## config.mk

```make
export PLATFORM = sky130hd
export DESIGN_NAME = arr_table_ctrl
export DESIGN_NICKNAME = d
export VERILOG_FILES = /design/src/rtl/arr_table_ctrl.sv
export SDC_FILE = /design/constraint.sdc
export NUM_CORES = 1
export LEC_CHECK = 0
export BUFFER_PORTS_ARGS = -buffer_cell sky130_fd_sc_hd__buf_4
export CAP_MARGIN = 30
export CORE_MARGIN = 2
export CORE_UTILIZATION = 24
export DETAILED_ROUTE_END_ITERATION = 8
export MAX_ROUTING_LAYER = met4
export PLACE_DENSITY_LB_ADDON = 0.05
export SYNTH_ARGS = -nofsm -noshare
export SYNTH_HDL_FRONTEND = slang
export SYNTH_SLANG_ARGS = --single-unit
```

## constraint.sdc

```tcl
create_clock -name clk -period 2.5 [get_ports clk]
set_clock_uncertainty 0.2 [all_clocks]
set_input_delay 0.375 -clock clk [delete_from_list [all_inputs] [get_ports clk]]
set_output_delay 0.375 -clock clk [all_outputs]
set_load 0.01 [all_outputs]
```

## src/rtl/arr_table_ctrl.sv

```systemverilog
// Register-table controller: sequenced default load after reset or soft_init,
// then round-robin shared access for two requesters with per-entry write protect.
module arr_table_ctrl #(
    parameter int unsigned          DW       = 8,
    parameter int unsigned          DEPTH    = 4,
    parameter int unsigned          AW       = $clog2(DEPTH),
    parameter logic [DEPTH*DW-1:0]  INIT_VAL = {8'd40, 8'd30, 8'd20, 8'd10},
    parameter logic [DEPTH-1:0]     EN_INIT  = 4'b1101
) (
    input  logic             clk,
    input  logic             reset_n,
    input  logic             soft_init,
    input  logic             a_valid,
    input  logic             a_we,
    input  logic [AW-1:0]    a_addr,
    input  logic [DW-1:0]    a_wdata,
    output logic             a_ready,
    input  logic             b_valid,
    input  logic             b_we,
    input  logic [AW-1:0]    b_addr,
    input  logic [DW-1:0]    b_wdata,
    output logic             b_ready,
    output logic             rsp_valid,
    output logic             rsp_id,
    output logic [DW-1:0]    rsp_rdata,
    output logic             rsp_err,
    input  logic             en_we,
    input  logic [DEPTH-1:0] en_wdata,
    output logic [DEPTH-1:0] entry_en,
    output logic             init_busy
);

    localparam logic [0:0] ST_INIT_WALK = 1'b0;
    localparam logic [0:0] ST_SERVE     = 1'b1;

    logic [DW-1:0]    table_q [DEPTH];
    logic [DW-1:0]    table_d [DEPTH];
    logic [0:0]       state_q, state_d;
    logic [AW-1:0]    idx_q, idx_d;
    logic [DEPTH-1:0] en_q, en_d;
    logic             last_b_q, last_b_d;
    logic             rsp_valid_q, rsp_valid_d;
    logic             rsp_id_q, rsp_id_d;
    logic [DW-1:0]    rsp_rdata_q, rsp_rdata_d;
    logic             rsp_err_q, rsp_err_d;

    logic             serve_ok;
    logic             pick_b;
    logic             acc;
    logic             sel_we;
    logic [AW-1:0]    sel_addr;
    logic [DW-1:0]    sel_wdata;
    logic [DW-1:0]    init_word;

    // last_b_q=1 means B won the previous accept, so A takes the next tie.
    always_comb begin
        serve_ok  = (state_q == ST_SERVE) && !soft_init;
        pick_b    = b_valid && (!a_valid || !last_b_q);
        a_ready   = serve_ok && a_valid && !pick_b;
        b_ready   = serve_ok && b_valid && pick_b;
        acc       = a_ready || b_ready;
        sel_we    = pick_b ? b_we    : a_we;
        sel_addr  = pick_b ? b_addr  : a_addr;
        sel_wdata = pick_b ? b_wdata : a_wdata;
    end

    always_comb begin
        init_word = '0;
        for (int unsigned i = 0; i < DEPTH; i++) begin
            if (idx_q == AW'(i)) begin
                init_word = INIT_VAL[i*DW +: DW];
            end
        end
    end

    always_comb begin
        table_d     = table_q;
        state_d     = state_q;
        idx_d       = idx_q;
        en_d        = en_we ? en_wdata : en_q;
        last_b_d    = last_b_q;
        rsp_valid_d = acc;
        rsp_id_d    = rsp_id_q;
        rsp_rdata_d = rsp_rdata_q;
        rsp_err_d   = rsp_err_q;

        if (soft_init) begin
            state_d = ST_INIT_WALK;
            idx_d   = '0;
        end else if (state_q == ST_INIT_WALK) begin
            table_d[idx_q] = init_word;
            idx_d          = idx_q + AW'(1);
            if (idx_q == AW'(DEPTH - 1)) begin
                state_d = ST_SERVE;
            end
        end

        // Accept sees the mask as it stood before any same-cycle en_we load.
        if (acc) begin
            last_b_d    = pick_b;
            rsp_id_d    = pick_b;
            rsp_rdata_d = table_q[sel_addr];
            rsp_err_d   = sel_we && !en_q[sel_addr];
            if (sel_we && en_q[sel_addr]) begin
                table_d[sel_addr] = sel_wdata;
            end
        end
    end

    always_ff @(posedge clk or negedge reset_n) begin
        if (!reset_n) begin
            for (int unsigned i = 0; i < DEPTH; i++) begin
                table_q[i] <= '0;
            end
            state_q     <= ST_INIT_WALK;
            idx_q       <= '0;
            en_q        <= EN_INIT;
            last_b_q    <= 1'b1;
            rsp_valid_q <= 1'b0;
            rsp_id_q    <= 1'b0;
            rsp_rdata_q <= '0;
            rsp_err_q   <= 1'b0;
        end else begin
            for (int unsigned i = 0; i < DEPTH; i++) begin
                table_q[i] <= table_d[i];
            end
            state_q     <= state_d;
            idx_q       <= idx_d;
            en_q        <= en_d;
            last_b_q    <= last_b_d;
            rsp_valid_q <= rsp_valid_d;
            rsp_id_q    <= rsp_id_d;
            rsp_rdata_q <= rsp_rdata_d;
            rsp_err_q   <= rsp_err_d;
        end
    end

    assign rsp_valid = rsp_valid_q;
    assign rsp_id    = rsp_id_q;
    assign rsp_rdata = rsp_rdata_q;
    assign rsp_err   = rsp_err_q;
    assign entry_en  = en_q;
    assign init_busy = (state_q == ST_INIT_WALK);

endmodule

```

==> flow_summary.html <==
<table>
<tr><th>Metric</th><th>Value</th></tr>
<tr><th colspan="2">Run status</th></tr>
<tr><td>Status</td><td>finished, final reports clean</td></tr>
<tr><th colspan="2">Drt</th></tr>
<tr><td>Via density per instance</td><td>5.02</td></tr>
<tr><td>Via count</td><td>2419</td></tr>
<tr><td>Number of iterations in the first detailed-routing pass</td><td>6</td></tr>
<tr><td>Number of DRC markers after the initial detailed-route iteration</td><td>107</td></tr>
<tr><td>Wire length reported by the detailed router</td><td>9610 µm</td></tr>
<tr><td>Met2 wire length</td><td>4670 µm</td></tr>
<tr><td>Met3 layer wire length in the routed design</td><td>410 µm</td></tr>
<tr><td>Final ANT Viol Nets</td><td>0</td></tr>
<tr><td>Metal-1 WL</td><td>4390 µm</td></tr>
<tr><td>Top routing layer in use</td><td>met4</td></tr>
<tr><td>Routed len/inst</td><td>19.9 µm</td></tr>
<tr><td>Post-route DRC</td><td>0</td></tr>
<tr><th colspan="2">Timing</th></tr>
<tr><td>Final Slew Violations</td><td>0</td></tr>
<tr><td>Headroom to the max-slew limit</td><td>48.4%</td></tr>
<tr><td>Unrepaired setup endpoints after global routing</td><td>false</td></tr>
<tr><td>Transition time at the pin with the least slew margin</td><td>0.775 ns</td></tr>
<tr><td>Crit share post-route</td><td>89.3%</td></tr>
<tr><td>Count of endpoints failing hold in the final timing report</td><td>0</td></tr>
<tr><td>Total Negative Setup Slacks</td><td>0 ns</td></tr>
<tr><td>Setup violation total in the final timing report</td><td>0</td></tr>
<tr><td>Final critical path time including I/O delays and setup</td><td>2.23 ns</td></tr>
<tr><td>Hold slack</td><td>0.0729 ns</td></tr>
<tr><td>Peak Freq</td><td>0.448 GHz</td></tr>
<tr><th colspan="2">Floorplanning</th></tr>
<tr><td>Core Box Area</td><td>12000 µm²</td></tr>
<tr><td>Starting Density</td><td>24.5%</td></tr>
<tr><td>X dimension of the die</td><td>115 µm</td></tr>
<tr><td>Die Footprint</td><td>13200 µm²</td></tr>
<tr><td>Number of cell rows</td><td>40</td></tr>
<tr><td>Die outline height</td><td>115 µm</td></tr>
<tr><td>Number of top-level design ports</td><td>50</td></tr>
<tr><th colspan="2">Min path</th></tr>
<tr><td>Min-Delay Path Class</td><td>input port to flip-flop</td></tr>
<tr><th colspan="2">Layout</th></tr>
<tr><td>Area of combinational cells with multiple inputs</td><td>1560 µm²</td></tr>
<tr><td>Flip-flop and latch area</td><td>1280 µm²</td></tr>
<tr><td>Area grow syn2layout</td><td>25.6%</td></tr>
<tr><td>Fraction of final layout cells sized beyond drive strength 1</td><td>29.9%</td></tr>
<tr><td>Fill cells</td><td>1269</td></tr>
<tr><td>Count of nets after finishing</td><td>372</td></tr>
<tr><td>Non-filler instance count after layout</td><td>482</td></tr>
<tr><td>Antenna diodes</td><td>0</td></tr>
<tr><th colspan="2">Global route</th></tr>
<tr><td>Gr usage total</td><td>15.6%</td></tr>
<tr><td>Antenna violations before repair</td><td>0</td></tr>
<tr><td>Total grt overflow</td><td>0</td></tr>
<tr><td>Maximum number of pins on one net before global-route repair</td><td>52</td></tr>
<tr><td>Wire length of the first global-routing pass</td><td>14600 µm</td></tr>
<tr><td>Number of global-route vias before repair</td><td>2450</td></tr>
<tr><th colspan="2">Yosys</th></tr>
<tr><td>Syn Std Cell Area</td><td>2950 µm²</td></tr>
<tr><td>Yosys top cell by area</td><td>sky130_fd_sc_hd__dfrtp_1</td></tr>
<tr><td>Seq/Total Area, Yosys</td><td>43.5%</td></tr>
<tr><td>Leading post-synthesis cells by cell area</td><td>sky130_fd_sc_hd__dfrtp_1 (40%), sky130_fd_sc_hd__mux2i_1 (16%), sky130_fd_sc_hd__dfstp_2 (3.6%)</td></tr>
<tr><td>Most numerous cell types in the synthesized netlist</td><td>sky130_fd_sc_hd__dfrtp_1 (47), sky130_fd_sc_hd__mux2i_1 (46), sky130_fd_sc_hd__nand2_1 (23)</td></tr>
<tr><td>Cell count after synthesis</td><td>277</td></tr>
<tr><td>Synth Net Count</td><td>314</td></tr>
<tr><td>Top cell type's share of synthesized area</td><td>39.9%</td></tr>
<tr><td>Yosys Warn Count</td><td>0</td></tr>
<tr><td>Per-instance average area after synthesis</td><td>10.6 µm²</td></tr>
<tr><td>Most common cell in the synthesized netlist</td><td>sky130_fd_sc_hd__dfrtp_1</td></tr>
<tr><td>Flip-flop and latch count after synthesis</td><td>51</td></tr>
<tr><td>Most used flip-flop cell after synthesis</td><td>sky130_fd_sc_hd__dfrtp_1</td></tr>
<tr><td>Number of flops mapped to enable cells by yosys</td><td>0</td></tr>
<tr><td>Count of unique library cells instantiated by Yosys</td><td>46</td></tr>
<tr><td>Fraction of registers with async set/reset</td><td>100%</td></tr>
<tr><th colspan="2">Job</th></tr>
<tr><td>Reported max-cap violation count</td><td>0</td></tr>
<tr><th colspan="2">Worst setup path</th></tr>
<tr><td>Sort of element at the start of the critical path</td><td>flip-flop</td></tr>
<tr><td>Required time at the worst-slack endpoint</td><td>2.51 ns</td></tr>
<tr><td>Crit path cell chain</td><td>nand2b_1 -&gt; nand3_4 -&gt; o22ai_2 -&gt; mux2i_1</td></tr>
<tr><td>Top fanout value on the critical path</td><td>8</td></tr>
<tr><td>Critical path buffer and inverter count</td><td>0</td></tr>
<tr><td>Start-to-end type of the worst setup path</td><td>flip-flop to flip-flop</td></tr>
<tr><td>Maximum cell stage delay along the critical path</td><td>0.67 ns</td></tr>
<tr><td>Critical path's top delay family</td><td>compound AO/OA/AOI/OAI gates</td></tr>
<tr><td>Worst-path cell with the longest stage delay</td><td>sky130_fd_sc_hd__o22ai_2</td></tr>
<tr><td>Crit path capture type</td><td>flip-flop</td></tr>
<tr><td>CP Data Arrival Time</td><td>2.25 ns</td></tr>
<tr><th colspan="2">Pwr</th></tr>
<tr><td>Cell Pwr Density</td><td>796 nW/µm²</td></tr>
<tr><td>Largest voltage drop on the vdd net</td><td>265 µV</td></tr>
<tr><td>Cell leakage power</td><td>1.61 nW</td></tr>
<tr><th colspan="2">Clock network</th></tr>
<tr><td>Clk_lat worst skew</td><td>0.30 ns</td></tr>
<tr><td>Clock-pin slew of the registers on the worst-case setup and hold paths</td><td>0.07 ns</td></tr>
<tr><td>Number of cells upsized or downsized after cts</td><td>0</td></tr>
<tr><td>Num CTS Buffers</td><td>5</td></tr>
<tr><td>Bufs on Longest Clock Path</td><td>2</td></tr>
<tr><td>Root Buffer</td><td>sky130_fd_sc_hd__clkbuf_16</td></tr>
<tr><td>TritonCTS clock tree</td><td>yes</td></tr>
<tr><td>Total number of H-tree levels</td><td>2</td></tr>
<tr><td>Number of sinks driven by the clock tree</td><td>51</td></tr>
<tr><th colspan="2">Place</th></tr>
<tr><td>Port Buffer Count</td><td>49</td></tr>
<tr><td>Final RePlAce weighted congestion</td><td>0.746</td></tr>
<tr><td>Cell count after placement</td><td>474</td></tr>
<tr><td>Final HPWL DP</td><td>6810 µm</td></tr>
</table>
where the power goes:
group / total [W] / internal, W / switching [W]
clock: 0.000730 / 0.000398 / 0.000332
sequential: 0.00127 / 0.00108 / 0.000188
combinational: 0.000943 / 0.000450 / 0.000492
metal layers:
layer / up-vias / track usage, %
li1: 1144 / -
met1: 1216 / 20.3
met2: 51 / 25.1
met3: 8 / 2.64
met4: 0 / 4.34
met5: - / -
flip-flops by register name, indices dropped and copies added, names as in the netlist:
signal	cells
rsp_valid	1
entry_en	4
table_q	32
rsp_id	1
last_b_q	1
state_q	1
idx_q	2
rsp_rdata	8
rsp_err	1
metrics by stage:
stage / worst slack (ns) / utilization (%) / instance area [µm²] / total power [W]
floorplan: 0.613 / - / 2950 / 0.00179
global placement: 0.354 / 29.5 / 3540 / 0.00224
detailed placement: 0.272 / 29.5 / 3540 / 0.00224
CTS: 0.264 / 30.8 / 3700 / 0.00299
global route: 0.169 / 30.8 / 3700 / 0.00314
finish: 0.267 / 30.8 / 3700 / 0.00294
worst reg2reg max path: stages (launching register included):
cell	delay, ns
sky130_fd_sc_hd__dfstp_2	0.56
sky130_fd_sc_hd__nand2b_1	0.27
sky130_fd_sc_hd__nand3_4	0.16
sky130_fd_sc_hd__o22ai_2	0.67
sky130_fd_sc_hd__mux2i_1	0.29
layout by cell type (no fill, tap or decap), types with 5 or more instances in the layout:
master,synthesis,layout
sky130_fd_sc_hd__nand3_1,10,10
sky130_fd_sc_hd__nand2b_1,5,5
sky130_fd_sc_hd__inv_1,8,8
sky130_fd_sc_hd__a21oi_1,20,20
sky130_fd_sc_hd__mux2i_1,46,46
sky130_fd_sc_hd__nand2_1,23,23
sky130_fd_sc_hd__nor2_1,21,21
sky130_fd_sc_hd__ha_1,5,5
sky130_fd_sc_hd__buf_4,1,65
sky130_fd_sc_hd__o21ai_0,5,5
sky130_fd_sc_hd__and3_1,10,10
sky130_fd_sc_hd__clkbuf_16,0,5
sky130_fd_sc_hd__dfrtp_1,47,47
cell type report:
| class | count | share of cell area, % |
|---|---|---|
| clock buffer | 6 | 3.75 |
| inverter | 9 | 0.913 |
| timing repair buffer | 66 | 13.5 |
| sequential | 51 | 34.6 |
| multi-input combinational | 202 | 42.0 |
| tap | 147 | 4.97 |
| clock inverter | 1 | 0.237 |
logic make-up (layout without fill, tap and decap cells):
group / Yosys count / count (layout) / share of synthesized area (%)
compound gates: 65 / 65 / 18.4
xor+xnor: 1 / 1 / 0.297
fa+ha+maj: 5 / 5 / 2.12
buf+inv: 24 / 82 / 3.74
flops: 51 / 51 / 43.5
mux: 51 / 51 / 18.3
simple gates: 80 / 80 / 13.7
path summary, 6_finish.rpt:
path                                       from                       to  slack, ns  cells after the start
setup / recovery           last_b_q$_DFFE_PN1N_     table_q[5]$_DFF_PN0_       0.27                      4
hold / removal                            en_we  entry_en[0]$_DFFE_PN1P_       0.07                      2
setup reg to reg           last_b_q$_DFFE_PN1N_     table_q[5]$_DFF_PN0_       0.27                      4
hold reg to reg              rsp_id$_DFFE_PN0N_       rsp_id$_DFFE_PN0N_       0.28                      1
max in group asynchronous               reset_n    table_q[18]$_DFF_PN0_       1.17                      2
min in group asynchronous               reset_n  entry_en[1]$_DFFE_PN0P_       0.47                      2
what timing repair did:
action / in CTS / in global routing
setup buffers: 0 / 0
hold endpoints to repair: 47 / 0
hold buffers: 1 / 0
Power figures use the tool's default switching activity.
